===== config.mk =====
export PLATFORM = sky130hd
export DESIGN_NAME = fetch_ctrl_flat
export DESIGN_NICKNAME = d
export VERILOG_FILES = /design/src/rtl/fetch_ctrl_pkg.sv /design/src/rtl/fetch_ctrl_if.sv /design/src/rtl/fetch_ctrl_chk.sv /design/src/rtl/fetch_ctrl_sat_counter.sv /design/src/rtl/fetch_ctrl.sv /design/src/flat_wrapper.sv
export SDC_FILE = /design/constraint.sdc
export NUM_CORES = 1
export LEC_CHECK = 0
export BUFFER_PORTS_ARGS = -buffer_cell sky130_fd_sc_hd__buf_2
export CAP_MARGIN = 20
export CORE_UTILIZATION = 50
export DETAILED_ROUTE_END_ITERATION = 10
export PLACE_DENSITY = 0.78
export SLEW_MARGIN = 20
export SYNTH_ARGS = -nofsm -noshare
export SYNTH_HDL_FRONTEND = slang
export SYNTH_SLANG_ARGS = --single-unit

===== constraint.sdc =====
create_clock -name i_clk -period 2.6 [get_ports i_clk]
set_input_delay 0 -clock i_clk [delete_from_list [all_inputs] [get_ports i_clk]]
set_output_delay 0 -clock i_clk [all_outputs]
set_load 0.02 [all_outputs]

===== src/rtl/fetch_ctrl_pkg.sv =====
// Shared types and constants for the fetch sequencing controller.
package fetch_ctrl_pkg;

    // Controller states
    typedef enum logic [1:0] {
        ST_RUN  = 2'd0,
        ST_PEND = 2'd1,
        ST_HALT = 2'd2
    } state_e;

    localparam int REG_IDX_W = 5;
    localparam logic [REG_IDX_W-1:0] REG_X0 = 5'd0;

    // Load-use hazard: EX load writes a non-x0 register that ID reads
    function automatic logic load_use(
        input logic                 ex_memread,
        input logic [REG_IDX_W-1:0] ex_rd,
        input logic                 use_rs1,
        input logic [REG_IDX_W-1:0] rs1,
        input logic                 use_rs2,
        input logic [REG_IDX_W-1:0] rs2
    );
        logic hit_s;
        hit_s = (use_rs1 && (rs1 == ex_rd)) || (use_rs2 && (rs2 == ex_rd));
        return ex_memread && (ex_rd != REG_X0) && hit_s;
    endfunction

endpackage


===== src/rtl/fetch_ctrl_if.sv =====
// Pipeline-side signal bundle of the fetch controller.
interface fetch_ctrl_if #(parameter int CNT_W = 32);
    logic [31:0]                          i_inc_pc;
    logic                                 i_imem_ready;
    logic [fetch_ctrl_pkg::REG_IDX_W-1:0] i_id_rs1;
    logic [fetch_ctrl_pkg::REG_IDX_W-1:0] i_id_rs2;
    logic                                 i_id_use_rs1;
    logic                                 i_id_use_rs2;
    logic                                 i_id_halt;
    logic                                 i_ex_memread;
    logic [fetch_ctrl_pkg::REG_IDX_W-1:0] i_ex_rd;
    logic                                 i_ex_redirect;
    logic [31:0]                          i_ex_target;
    logic [31:0]                          o_next_pc;
    logic                                 o_pc_hold;
    logic                                 o_ifid_hold;
    logic                                 o_ifid_flush;
    logic                                 o_idex_flush;
    logic                                 o_halted;
    logic [CNT_W-1:0]                     o_stall_cnt;
    logic [CNT_W-1:0]                     o_redirect_cnt;

    // Pipeline side: drives status, receives sequencing controls
    modport master (
        output i_inc_pc, i_imem_ready, i_id_rs1, i_id_rs2, i_id_use_rs1,
               i_id_use_rs2, i_id_halt, i_ex_memread, i_ex_rd,
               i_ex_redirect, i_ex_target,
        input  o_next_pc, o_pc_hold, o_ifid_hold, o_ifid_flush,
               o_idex_flush, o_halted, o_stall_cnt, o_redirect_cnt
    );

    // Controller side
    modport slave (
        input  i_inc_pc, i_imem_ready, i_id_rs1, i_id_rs2, i_id_use_rs1,
               i_id_use_rs2, i_id_halt, i_ex_memread, i_ex_rd,
               i_ex_redirect, i_ex_target,
        output o_next_pc, o_pc_hold, o_ifid_hold, o_ifid_flush,
               o_idex_flush, o_halted, o_stall_cnt, o_redirect_cnt
    );
endinterface


===== src/rtl/fetch_ctrl_chk.sv =====
// Run-time checks of controller invariants.
module fetch_ctrl_chk
    import fetch_ctrl_pkg::*;
(
    input logic   i_clk,
    input logic   i_rst,
    input state_e state,
    input logic   i_ex_redirect,
    input logic   o_ifid_hold,
    input logic   o_ifid_flush
);
    // A redirect while PEND can only come from a bubble; hold and flush are exclusive
    always @(posedge i_clk) begin
        if (i_rst) begin
            assert (!((state == ST_PEND) && i_ex_redirect))
                else $error("fetch_ctrl: redirect seen while redirect pending");
            assert (!(o_ifid_hold && o_ifid_flush))
                else $error("fetch_ctrl: IF/ID hold and flush both asserted");
        end
    end
endmodule


===== src/rtl/fetch_ctrl_sat_counter.sv =====
// Saturating up-counter: sticks at all-ones instead of wrapping.
module sat_counter #(
    parameter int CNT_W = 32
) (
    input  logic             clk,
    input  logic             rst,
    input  logic             inc,
    output logic [CNT_W-1:0] count
);
    logic [CNT_W-1:0] count_q;
    logic [CNT_W-1:0] count_d;

    // Next count: increment unless already saturated
    always_comb begin
        count_d = count_q;
        if (inc && (count_q != {CNT_W{1'b1}})) begin
            count_d = count_q + {{(CNT_W-1){1'b0}}, 1'b1};
        end else begin
            count_d = count_q;
        end
    end

    // Count register, cleared by asynchronous active-low reset
    always_ff @(posedge clk or negedge rst) begin
        if (!rst) begin
            count_q <= {CNT_W{1'b0}};
        end else begin
            count_q <= count_d;
        end
    end

    assign count = count_q;
endmodule


===== src/rtl/fetch_ctrl.sv =====
// Fetch-stage sequencing controller: next-PC select, hazard stalls,
// redirect flushes, imem wait absorption, sticky halt, perf counters.
module fetch_ctrl
    import fetch_ctrl_pkg::*;
#(
    parameter int          CNT_W    = 32,
    parameter logic [31:0] RESET_PC = 32'h0000_0000
) (
    input logic         i_clk,
    input logic         i_rst,
    fetch_ctrl_if.slave bus
);
    state_e      state_q;
    state_e      state_d;
    logic [31:0] saved_target_q;
    logic [31:0] saved_target_d;

    logic        luse_s;
    logic [31:0] next_pc_s;
    logic        pc_hold_s;
    logic        ifid_hold_s;
    logic        ifid_flush_s;
    logic        idex_flush_s;
    logic        halted_s;
    logic        stall_inc_s;
    logic        redirect_inc_s;

    assign luse_s = load_use(bus.i_ex_memread, bus.i_ex_rd,
                             bus.i_id_use_rs1, bus.i_id_rs1,
                             bus.i_id_use_rs2, bus.i_id_rs2);

    // Next state and zero-latency control outputs
    always_comb begin
        state_d        = state_q;
        saved_target_d = saved_target_q;
        next_pc_s      = bus.i_inc_pc;
        pc_hold_s      = 1'b0;
        ifid_hold_s    = 1'b0;
        ifid_flush_s   = 1'b0;
        idex_flush_s   = 1'b0;
        halted_s       = 1'b0;
        stall_inc_s    = 1'b0;
        redirect_inc_s = 1'b0;
        case (state_q)
            ST_RUN: begin
                if (bus.i_ex_redirect && bus.i_imem_ready) begin
                    // Redirect wins over luse/halt: the ID instruction is wrong-path
                    next_pc_s      = bus.i_ex_target;
                    ifid_flush_s   = 1'b1;
                    idex_flush_s   = 1'b1;
                    redirect_inc_s = 1'b1;
                end else if (bus.i_ex_redirect) begin
                    saved_target_d = bus.i_ex_target;
                    pc_hold_s      = 1'b1;
                    ifid_flush_s   = 1'b1;
                    idex_flush_s   = 1'b1;
                    redirect_inc_s = 1'b1;
                    state_d        = ST_PEND;
                end else if (bus.i_id_halt) begin
                    pc_hold_s      = 1'b1;
                    ifid_flush_s   = 1'b1;
                    state_d        = ST_HALT;
                end else if (luse_s) begin
                    pc_hold_s      = 1'b1;
                    ifid_hold_s    = 1'b1;
                    idex_flush_s   = 1'b1;
                    stall_inc_s    = 1'b1;
                end else if (!bus.i_imem_ready) begin
                    pc_hold_s      = 1'b1;
                    ifid_flush_s   = 1'b1;
                    stall_inc_s    = 1'b1;
                end else begin
                    next_pc_s      = bus.i_inc_pc;
                end
            end
            ST_PEND: begin
                ifid_flush_s = 1'b1;
                if (bus.i_ex_redirect) begin
                    saved_target_d = bus.i_ex_target;
                end else begin
                    saved_target_d = saved_target_q;
                end
                if (bus.i_imem_ready) begin
                    next_pc_s = saved_target_q;
                    state_d   = ST_RUN;
                end else begin
                    pc_hold_s   = 1'b1;
                    stall_inc_s = 1'b1;
                end
            end
            ST_HALT: begin
                halted_s     = 1'b1;
                pc_hold_s    = 1'b1;
                ifid_flush_s = 1'b1;
                idex_flush_s = 1'b1;
            end
            default: begin
                // Illegal encoding: freeze fetch and recover to RUN
                pc_hold_s    = 1'b1;
                ifid_flush_s = 1'b1;
                idex_flush_s = 1'b1;
                state_d      = ST_RUN;
            end
        endcase
    end

    // State and saved redirect target registers
    always_ff @(posedge i_clk or negedge i_rst) begin
        if (!i_rst) begin
            state_q        <= ST_RUN;
            saved_target_q <= RESET_PC;
        end else begin
            state_q        <= state_d;
            saved_target_q <= saved_target_d;
        end
    end

    sat_counter #(.CNT_W(CNT_W)) u_stall_cnt (
        .clk   (i_clk),
        .rst   (i_rst),
        .inc   (stall_inc_s),
        .count (bus.o_stall_cnt)
    );

    sat_counter #(.CNT_W(CNT_W)) u_redirect_cnt (
        .clk   (i_clk),
        .rst   (i_rst),
        .inc   (redirect_inc_s),
        .count (bus.o_redirect_cnt)
    );

    fetch_ctrl_chk u_chk (
        .i_clk         (i_clk),
        .i_rst         (i_rst),
        .state         (state_q),
        .i_ex_redirect (bus.i_ex_redirect),
        .o_ifid_hold   (ifid_hold_s),
        .o_ifid_flush  (ifid_flush_s)
    );

    assign bus.o_next_pc    = next_pc_s;
    assign bus.o_pc_hold    = pc_hold_s;
    assign bus.o_ifid_hold  = ifid_hold_s;
    assign bus.o_ifid_flush = ifid_flush_s;
    assign bus.o_idex_flush = idex_flush_s;
    assign bus.o_halted     = halted_s;
endmodule


===== src/flat_wrapper.sv =====
// flat-port wrapper written by rule: the top's interface ports become plain ports
module fetch_ctrl_flat import fetch_ctrl_pkg::*;
#(
    parameter int          CNT_W    = 32,
    parameter logic [31:0] RESET_PC = 32'h0000_0000
)
  (i_clk, i_rst, bus_i_inc_pc, bus_i_imem_ready, bus_i_id_rs1, bus_i_id_rs2, bus_i_id_use_rs1, bus_i_id_use_rs2, bus_i_id_halt, bus_i_ex_memread, bus_i_ex_rd, bus_i_ex_redirect, bus_i_ex_target, bus_o_next_pc, bus_o_pc_hold, bus_o_ifid_hold, bus_o_ifid_flush, bus_o_idex_flush, bus_o_halted, bus_o_stall_cnt, bus_o_redirect_cnt);
  fetch_ctrl_if #(.CNT_W(CNT_W)) bus_i ();
  input logic i_clk;
  input logic i_rst;
  input wire logic [$bits(bus_i.i_inc_pc)-1:0] bus_i_inc_pc;
  input wire logic [$bits(bus_i.i_imem_ready)-1:0] bus_i_imem_ready;
  input wire logic [$bits(bus_i.i_id_rs1)-1:0] bus_i_id_rs1;
  input wire logic [$bits(bus_i.i_id_rs2)-1:0] bus_i_id_rs2;
  input wire logic [$bits(bus_i.i_id_use_rs1)-1:0] bus_i_id_use_rs1;
  input wire logic [$bits(bus_i.i_id_use_rs2)-1:0] bus_i_id_use_rs2;
  input wire logic [$bits(bus_i.i_id_halt)-1:0] bus_i_id_halt;
  input wire logic [$bits(bus_i.i_ex_memread)-1:0] bus_i_ex_memread;
  input wire logic [$bits(bus_i.i_ex_rd)-1:0] bus_i_ex_rd;
  input wire logic [$bits(bus_i.i_ex_redirect)-1:0] bus_i_ex_redirect;
  input wire logic [$bits(bus_i.i_ex_target)-1:0] bus_i_ex_target;
  output wire logic [$bits(bus_i.o_next_pc)-1:0] bus_o_next_pc;
  output wire logic [$bits(bus_i.o_pc_hold)-1:0] bus_o_pc_hold;
  output wire logic [$bits(bus_i.o_ifid_hold)-1:0] bus_o_ifid_hold;
  output wire logic [$bits(bus_i.o_ifid_flush)-1:0] bus_o_ifid_flush;
  output wire logic [$bits(bus_i.o_idex_flush)-1:0] bus_o_idex_flush;
  output wire logic [$bits(bus_i.o_halted)-1:0] bus_o_halted;
  output wire logic [$bits(bus_i.o_stall_cnt)-1:0] bus_o_stall_cnt;
  output wire logic [$bits(bus_i.o_redirect_cnt)-1:0] bus_o_redirect_cnt;
  assign bus_i.i_inc_pc = bus_i_inc_pc;
  assign bus_i.i_imem_ready = bus_i_imem_ready;
  assign bus_i.i_id_rs1 = bus_i_id_rs1;
  assign bus_i.i_id_rs2 = bus_i_id_rs2;
  assign bus_i.i_id_use_rs1 = bus_i_id_use_rs1;
  assign bus_i.i_id_use_rs2 = bus_i_id_use_rs2;
  assign bus_i.i_id_halt = bus_i_id_halt;
  assign bus_i.i_ex_memread = bus_i_ex_memread;
  assign bus_i.i_ex_rd = bus_i_ex_rd;
  assign bus_i.i_ex_redirect = bus_i_ex_redirect;
  assign bus_i.i_ex_target = bus_i_ex_target;
  assign bus_o_next_pc = bus_i.o_next_pc;
  assign bus_o_pc_hold = bus_i.o_pc_hold;
  assign bus_o_ifid_hold = bus_i.o_ifid_hold;
  assign bus_o_ifid_flush = bus_i.o_ifid_flush;
  assign bus_o_idex_flush = bus_i.o_idex_flush;
  assign bus_o_halted = bus_i.o_halted;
  assign bus_o_stall_cnt = bus_i.o_stall_cnt;
  assign bus_o_redirect_cnt = bus_i.o_redirect_cnt;
  fetch_ctrl #(.CNT_W(CNT_W), .RESET_PC(RESET_PC)) u_core (.i_clk(i_clk), .i_rst(i_rst), .bus(bus_i));
endmodule

==> results_dict.tcl, run 1 <==
set metrics [dict create \
    grt_max_degree 63 \
    p_comb_frac 0.278 \
    core-area_um2 9860 \
    fmax_mhz 423 \
    pwr-share-clk 0.221 \
    cp-end-kind "flop" \
    period_needed_ns 2.36 \
    switchingPower_uw 1400 \
    rows 36 \
    finalPower_uw 4260 \
    port_buffers 187 \
    avgSynthCellArea_um2 10.1 \
    layout_common_cells "buf_2, dfrtp_1, nand2_1, xor2_1, dlygate4sd3_1" \
    synth-seq-cells 98 \
    drtIter0Drc 150 \
    netlist_area_um2 5130 \
    syn-instance-count 506 \
    cts_buffer_depth 2 \
    final_common_cell "buf_2" \
    ys.flop_type "dfrtp_1" \
    final-max-slew-violation-count 0 \
    hold_path.class "primary input to flop" \
    vias 4653 \
    timing.slew.headroom 0.467 \
    tightest_slew_ns 0.799 \
    ys_types 48 \
    num_io_pins 188 \
    finalSetupViolations 0 \
    finalSetupTns_ns 0 \
    nNetsFinal 815 \
    fin_skew_ns 0.0101 \
    intPower_uw 2870 \
    syn2layout_area_growth_pct 32.0 \
    async_reset_ff_frac 1.00 \
    synth-edff-count 0 \
    synth-compound-area-share 0.0609 \
    synth_top_family_by_area "simple AND/OR/NAND/NOR gates" \
    wl_per_cell_um 15.3 \
    switching_share 0.327 \
    criticalPathCategory "flop to flop" \
    vdd_drop_max_v 0.000437 \
    path_clk_slew_ns 0.09 \
    clock_sinks 98 \
    ant_nets 0 \
    n_antenna_cell 0 \
    firstDrtPassIters 4 \
    synthAdderAreaFrac 0.00487 \
    fp.dieArea_um2 10700 \
    ys_warn_count 0 \
    routed_wl_um 13200 \
    grt_usage 0.243 \
    r2r_cells 7 \
    rsz0062_at_grt "no" \
    cp-start-kind "flop" \
    cp_max_fo 29 \
    seq_area_frac_synth 0.478 \
    viasPerCell 5.39 \
    power_frac_seq 0.501 \
    drcViolationCount 0 \
    overflow 0 \
    grt_pass1_vias 4208 \
    yosys.area_share.simple 0.230 \
    leakagePower_uw 0.00341 \
    fp.dieW_um 103 \
    worstPathArrival_ns 2.61 \
    syn-num-nets 595 \
    fin_crit_sh 0.909 \
    die_h_um 103 \
    synth_mux_area_frac 0.0753 \
    synth_xor_area_frac 0.123 \
    cp.required_ns 2.84 \
    whs_path_depth 4 \
    hpwl_um 9350 \
    start_util 0.520 \
    cts-root-buf "clkbuf_8" \
    power_density_nw_per_um2 629 \
    clock_latency_ns 0.36 \
    drive_gt1_frac 0.352 \
    cap_violations 0 \
    cts_max_level 3 \
    hold_viol 0 \
    cts_tree "done" \
    cts_made_buffers 9 \
    antenna_found_initial 0 \
    routabilityCongestion 0.862 \
    grt_pass1_wl_um 19800 \
    status "complete, no violations" \
]
==> critical path, cell delays in order, from the launching register on <==
cell and delay, ns:
dfrtp_1 0.44, ha_1 0.20, nand3_1 0.12, or4_4 0.59, nor3b_2 0.17, buf_4 0.31
nor2_2 0.09, mux2_4 0.31
==> layer usage <==
metal / global-route usage / part of all wire
met4: 0.0921 / 0.024
met1: 0.311 / 0.43
met3: 0.0544 / 0.063
met2: 0.405 / 0.48
met5: 0 / 0
==> state kept, by name, summed over array words and instances, names as in the netlist <==
name and count:
u_core.saved_target_q 32, u_core.state_q 2, u_core.u_redirect_cnt.count 32, u_core.u_stall_cnt.count 32
==> logic make-up after synthesis <==
group / Yosys count
and+or+nand+nor: 228
DFF: 98
xor gates and xnor gates: 72
AOI/OAI and AO/OA: 43
muxes: 34
buffers and inverters: 29
adders and majority gates: 2
==> path summary, 6_finish.rpt <==
kind / end / slack (ns) / startpoint
min reg2reg: u_core.u_redirect_cnt.count[10] / 0.49 / u_core.u_redirect_cnt.count[10]
max reg2reg: u_core.u_stall_cnt.count[1] / 0.24 / u_core.u_stall_cnt.count[0]
max: u_core.u_stall_cnt.count[1] / 0.24 / u_core.u_stall_cnt.count[0]
min: u_core.state_q[1] / 0.09 / bus_i_ex_redirect
min in group asynchronous: u_core.saved_target_q[1] / 0.27 / i_rst
max in group asynchronous: u_core.u_redirect_cnt.count[10] / 1.62 / i_rst
==> layout make-up <==
cell class,count,area (um^2)
multi-input cells,379,2550
inverters,6,22.5
flip-flops and latches,98,2450
fillers,745,3090
clock buffers,13,169
clock inverters,3,22.5
repair buffers,232,1390
well taps,133,166
==> cells in the mapped netlist (2+ instances only) <==
cell / number / area share
nand3_1: 23 / 0.022
nor2_2: 2 / 0.0024
nor4_1: 13 / 0.016
mux2_1: 6 / 0.013
buf_4: 2 / 0.0029
or2_2: 2 / 0.0024
nor4b_1: 2 / 0.0034
buf_6: 3 / 0.0066
ha_1: 2 / 0.0049
a21oi_1: 3 / 0.0029
xor2_1: 38 / 0.065
a22oi_1: 32 / 0.047
buf_2: 6 / 0.0058
nor2_1: 17 / 0.012
nor3b_1: 2 / 0.0029
dfrtp_1: 98 / 0.48
nand4_1: 16 / 0.019
or4_1: 3 / 0.0044
and3_1: 7 / 0.0085
xnor2_1: 34 / 0.058
and3_2: 2 / 0.0029
and4_1: 6 / 0.010
or3_1: 2 / 0.0024
nor3_1: 17 / 0.017
nand2_1: 96 / 0.070
clkbuf_1: 12 / 0.0088
and2_1: 5 / 0.0061
inv_1: 6 / 0.0044
o21ai_0: 2 / 0.0019
mux2_2: 27 / 0.059
nor2b_1: 3 / 0.0037
==> what timing repair did <==
item                                    4_1_cts  5_1_grt
hold buffers                                 36        0
hold endpoints to repair                     95        0
setup buffers                                 0        0
resized for setup                             1        0
endpoints found under the setup margin        3        0
==> metrics by stage <==
step                      setup WS (ns)  std cells  hold WS, ns   util  cell area, um^2
after floorplan                   0.415        506       -0.296      -             5130
after global placement            0.357        812        0.127  0.630             6220
after detailed placement          0.285        812        0.138  0.630             6220
after CTS                         0.256        864       0.0646  0.687             6780
after global routing              0.129        864       0.0904  0.687             6780
final                             0.238        864       0.0851  0.687             6780
==> power groups by stage <==
stage | sequential [uW] | clock (uW) | combinational (uW)
final | 2140 | 942 | 1190
after global placement | 2130 | 0 | 1110
after floorplan | 2200 | 0 | 670
after CTS | 2130 | 968 | 1190
after detailed placement | 2160 | 0 | 1150
after global routing | 2190 | 1030 | 1290
No activity file was read; power rests on OpenSTA's default activity.
==> run 2, diff against run 1 <==
--- a/config.mk
+++ b/config.mk
@@ -10,7 +10,6 @@
 export CORE_UTILIZATION = 50
 export DETAILED_ROUTE_END_ITERATION = 10
 export PLACE_DENSITY = 0.78
-export SLEW_MARGIN = 20
 export SYNTH_ARGS = -nofsm -noshare
 export SYNTH_HDL_FRONTEND = slang
 export SYNTH_SLANG_ARGS = --single-unit
==> constraint.sdc (replaced) <==
create_clock -name i_clk -period 2.6 [get_ports i_clk]
set_input_delay 0 -clock i_clk [delete_from_list [all_inputs] [get_ports i_clk]]
set_output_delay 0 -clock i_clk [all_outputs]
set_load 0.1 [all_outputs]
==> results_dict.tcl, run 2 (same netlist as run 1, synthesis figures left out) <==
set metrics [dict create \
    finalSetupViolations 0 \
    dp_cells 816 \
    antenna_found_initial 0 \
    routed_wl_um 12900 \
    cts_buffer_depth 2 \
    path_cells "nor3b_1 -> and2_1 -> buf_4 -> buf_4 -> a22oi_1 -> nand2_1 -> buf_2" \
    power_density_nw_per_um2 771 \
    port_buffers 187 \
    n_antenna_cell 0 \
    period_needed_ns 2.42 \
    final_common_cell "buf_2" \
    leakagePower_uw 0.00342 \
    min_from "bus_i_ex_redirect" \
    start_util 0.520 \
    fin_crit_sh 0.930 \
    cts-root-buf "clkbuf_8" \
    drive_gt1_frac 0.371 \
    path_clk_slew_ns 0.08 \
    hold_viol 0 \
    slowest_stage "dfrtp_1" \
    clock_sinks 98 \
    layout_setup_ws_ns 0.181 \
    postCtsSetupBuffers 0 \
    drtIter0Drc 156 \
    final-max-slew-violation-count 0 \
    num_io_pins 188 \
    drcViolationCount 0 \
    crit_path_frequent_cell "buf_4" \
    finalSetupTns_ns 0 \
    nNetsFinal 819 \
    cp-start-kind "flop" \
    cp-startpoint "u_core.state_q[1]" \
    vias 4640 \
    vdd_drop_max_v 0.000860 \
    hpwl_um 9420 \
    cp.required_ns 2.60 \
    rr_startpoint "u_core.u_stall_cnt.count[0]" \
    core-area_um2 9860 \
    syn2layout_area_growth_pct 33.0 \
    max_stage_delay_ns 0.49 \
    tightest_slew_ns 0.648 \
    place_ws_ns 0.287 \
    finish.utilization 0.692 \
    fp.dieW_um 103 \
    rows 36 \
    timing.slew.headroom 0.568 \
    hold_path.class "primary input to flop" \
    grt_usage 0.246 \
    fmax_mhz 413 \
    layout_common_cells "buf_2, nand2_1, dfrtp_1, xor2_1, dlygate4sd3_1" \
    cts_made_buffers 9 \
    cap_violations 0 \
    die_h_um 103 \
    viasPerCell 5.35 \
    layoutNonFillerInstCount 867 \
    cp_max_fo 23 \
    criticalPathCategory "flop to primary output" \
    fin_skew_ns 0.00996 \
    cts_tree "done" \
    routabilityCongestion 0.859 \
    rsz0062_at_grt "no" \
    wl_per_cell_um 14.9 \
    grt_max_degree 51 \
    status "complete, no violations" \
    grt_pass1_wl_um 20000 \
    grt_pass1_vias 4418 \
    worstPathArrival_ns 2.42 \
    cts_max_level 3 \
    clock_latency_ns 0.35 \
    ant_nets 0 \
    fp.dieArea_um2 10700 \
    firstDrtPassIters 5 \
    cp-end-kind "primary output" \
    overflow 0 \
]
## run 2: changes by cell type in the layout (fill, tap and decap cells not counted)
cell,delta
o21ai_1,+1
o21ai_0,-1
clkinvlp_4,-2
buf_12,-1
buf_2,-11
clkbuf_8,+1
dfrtp_2,+12
nor2_2,+1
clkbuf_4,+11
buf_4,+5
dfrtp_1,-12
nor2_4,-1
## run 2: layer usage
metal / vias to the layer above / global-route usage / wire length (um) / part of all wire
li1: 2226 / - / - / -
met1: 2210 / 0.285 / 5260 / 0.41
met2: 172 / 0.443 / 6480 / 0.50
met3: 32 / 0.0430 / 755 / 0.058
met4: 0 / 0.116 / 430 / 0.033
met5: - / 0 / 0 / 0
## run 2: report_power, final
| part | internal, uW | switching (uW) |
|---|---|---|
| Combinational | 580 | 1610 |
| Sequential | 1880 | 261 |
| Clock | 449 | 480 |
## run 2: final timing paths
kind	endpoint	slack (ns)	depth (start not counted)
min	u_core.state_q[1]	0.06	4
min reg2reg	u_core.u_redirect_cnt.count[31]	0.48	1
max reg2reg	u_core.u_stall_cnt.count[1]	0.27	7
max in group asynchronous	u_core.saved_target_q[13]	1.70	3
min in group asynchronous	u_core.u_redirect_cnt.count[25]	0.23	2
max	bus_o_next_pc[16]	0.18	7
## run 2: per-stage QoR
step / cell area, um^2 / hold slack (ns) / total power [uW]
after floorplan: 5150 / -0.296 / 3870
after global placement: 6250 / 0.0601 / 4250
after detailed placement: 6250 / 0.0648 / 4310
after CTS: 6800 / 0.0416 / 5280
after global routing: 6830 / 0.0794 / 5520
final: 6830 / 0.0592 / 5260
## run 2: layout make-up
cell class | instances | area (um^2)
well taps | 133 | 166
repair buffers | 236 | 1440
inverters | 6 | 22.5
clock buffers | 14 | 183
flip-flops and latches | 98 | 2470
clock inverters | 1 | 7.51
fillers | 740 | 3040
multi-input cells | 379 | 2550
## run 2: critical path, delay by kind of cell, from the launching register on
family	cells	cell delay, ns
flops	1	0.49
simple gates	3	0.57
compound gates	1	0.10
buf+inv	3	0.92
## run 2: what timing repair did
action | CTS | global route
resized for setup | 0 | 11
hold endpoints to repair | 83 | 0
setup endpoints to repair | 0 | 11
hold buffers | 36 | 0
==> run 3, diff against run 2 <==
--- a/config.mk
+++ b/config.mk
@@ -7,6 +7,7 @@
 export LEC_CHECK = 0
 export BUFFER_PORTS_ARGS = -buffer_cell sky130_fd_sc_hd__buf_2
 export CAP_MARGIN = 20
+export CORE_ASPECT_RATIO = 1.5
 export CORE_UTILIZATION = 50
 export DETAILED_ROUTE_END_ITERATION = 10
 export PLACE_DENSITY = 0.78
==> results_dict.tcl, run 3 (same netlist as run 1, synthesis figures left out) <==
set metrics [dict create \
    status "finished with violations" \
    violations "design-rule violations" \
    core-area_um2 9850 \
    fin_crit_sh 0.928 \
    routabilityCongestion 0.837 \
    antenna_found_initial 0 \
    firstDrtPassIters 9 \
    cp_max_fo 32 \
    hold_viol 0 \
    hold_path.class "primary input to flop" \
    fp.dieW_um 84.7 \
    rows 44 \
    cp-start-kind "flop" \
    grt_usage 0.260 \
    drtIter0Drc 295 \
    final_common_cell "buf_2" \
    nNetsFinal 813 \
    grt_util_met2 0.460 \
    layout_common_cells "buf_2, nand2_1, dfrtp_1, xor2_1, dlygate4sd3_1" \
    cts_max_level 3 \
    cp.required_ns 2.60 \
    cp-startpoint "u_core.state_q[1]" \
    rsz0062_at_grt "no" \
    start_util 0.521 \
    ant_nets 0 \
    cts_made_buffers 9 \
    die_h_um 126 \
    leakagePower_uw 0.00346 \
    timing.slew.headroom 0.469 \
    wl_per_cell_um 16.2 \
    final-max-slew-violation-count 0 \
    drive_gt1_frac 0.369 \
    fp.dieArea_um2 10700 \
    switching_share 0.425 \
    grt.met3_usage 0.0537 \
    p_comb_frac 0.377 \
    grt_pass1_vias 4677 \
    grt_pass1_wl_um 21900 \
    syn2layout_area_growth_pct 34.3 \
    vias 4753 \
    routed_wl_um 13700 \
    top_usage_layer "met2" \
    path_clk_slew_ns 0.07 \
    viasPerCell 5.63 \
    period_needed_ns 2.41 \
    port_buffers 187 \
    n_antenna_cell 0 \
    cap_violations 0 \
    rr_startpoint "u_core.state_q[0]" \
    power_density_nw_per_um2 844 \
    cts_buffer_depth 2 \
    cp-end-kind "primary output" \
    fmax_mhz 414 \
    criticalPathCategory "flop to primary output" \
    power_frac_seq 0.370 \
    pwr-share-clk 0.253 \
    cts-root-buf "clkbuf_16" \
    fin_skew_ns 0.00943 \
    gr-usage-met1 0.294 \
    grt_max_degree 62 \
    clock_sinks 98 \
    cts_tree "done" \
    min_from "bus_i_ex_redirect" \
    finalSetupViolations 0 \
    clock_latency_ns 0.34 \
    intPower_uw 3340 \
    vdd_drop_max_v 0.000880 \
    finalSetupTns_ns 0 \
    fin_worst_hold_slack_ns 0.0321 \
    tightest_slew_ns 0.796 \
    worstPathArrival_ns 2.41 \
    num_io_pins 188 \
    switchingPower_uw 2480 \
    drcViolationCount 22 \
    hpwl_um 9490 \
    postCtsSetupBuffers 0 \
    overflow 0 \
]
==> run 3: cell types whose count changed in the layout (fill, tap and decap cells not counted) <==
cell and change:
clkinvlp_4 -1, buf_2 +10, dlygate4sd3_1 -1, clkbuf_16 +9, nor2_4 +1, clkbuf_4 -10, clkinv_2 +1, buf_4 -6
inv_6 +2, buf_12 +1, nor2_2 -1, bufinv_16 +2, clkbuf_8 -11, clkbuf_1 -1
==> run 3: layer usage <==
metal / up-vias / part of all wire
met1: 2292 / 0.38
met2: 210 / 0.52
met5: - / 0
li1: 2219 / -
met4: 0 / 0.033
met3: 32 / 0.066
==> run 3: area by class of cell <==
| cell class | instances | area (um^2) |
|---|---|---|
| clock buffer | 11 | 253 |
| clock inverter | 5 | 82.6 |
| fill | 707 | 2960 |
| inverter | 6 | 22.5 |
| multi-input combinational | 379 | 2550 |
| sequential | 98 | 2470 |
| tap | 115 | 144 |
| timing repair buffer | 230 | 1380 |
==> run 3: power groups by stage <==
stage,Clock [uW],Sequential (uW),Combinational [uW]
2_1_floorplan,0,2750,1120
3_3_place_gp,0,2140,2100
3_5_place_dp,0,2170,2140
4_1_cts,1500,2150,2190
5_1_grt,1560,2200,2290
6_report,1470,2160,2190
==> run 3: through the flow <==
step           total power [uW]  instances  instance area, um^2  utilization  setup WS, ns
2_1_floorplan              3870        506                 5150            -        0.0579
3_3_place_gp               4240        793                 6200        0.630         0.343
3_5_place_dp               4310        793                 6200        0.630         0.166
4_1_cts                    5830        844                 6890        0.700         0.219
5_1_grt                    6060        844                 6900        0.700       0.00765
6_report                   5820        844                 6900        0.700         0.187
==> run 3: path summary, 6_finish.rpt <==
path | to | slack (ns) | cells past startpoint
max | bus_o_next_pc[15] | 0.19 | 6
min | u_core.state_q[0] | 0.03 | 3
max reg2reg | u_core.u_stall_cnt.count[22] | 0.30 | 7
min reg2reg | u_core.saved_target_q[6] | 0.49 | 1
max in group asynchronous | u_core.u_stall_cnt.count[3] | 1.60 | 3
min in group asynchronous | u_core.saved_target_q[22] | 0.28 | 2
==> run 3: repair_timing <==
action | CTS | global route
endpoints found under the setup margin | 32 | 2
pin swaps | 0 | 1
gates resized for setup | 1 | 1
endpoints found under the hold margin | 94 | 0
hold buffers | 35 | 0
==> run 3: worst max-delay path, cell delays in order (launching register included) <==
cell	delay, ns
dfrtp_1	0.51
nor3b_1	0.11
and2_1	0.21
nor2_4	0.54
nand2_1	0.15
nand2_1	0.12
buf_2	0.43
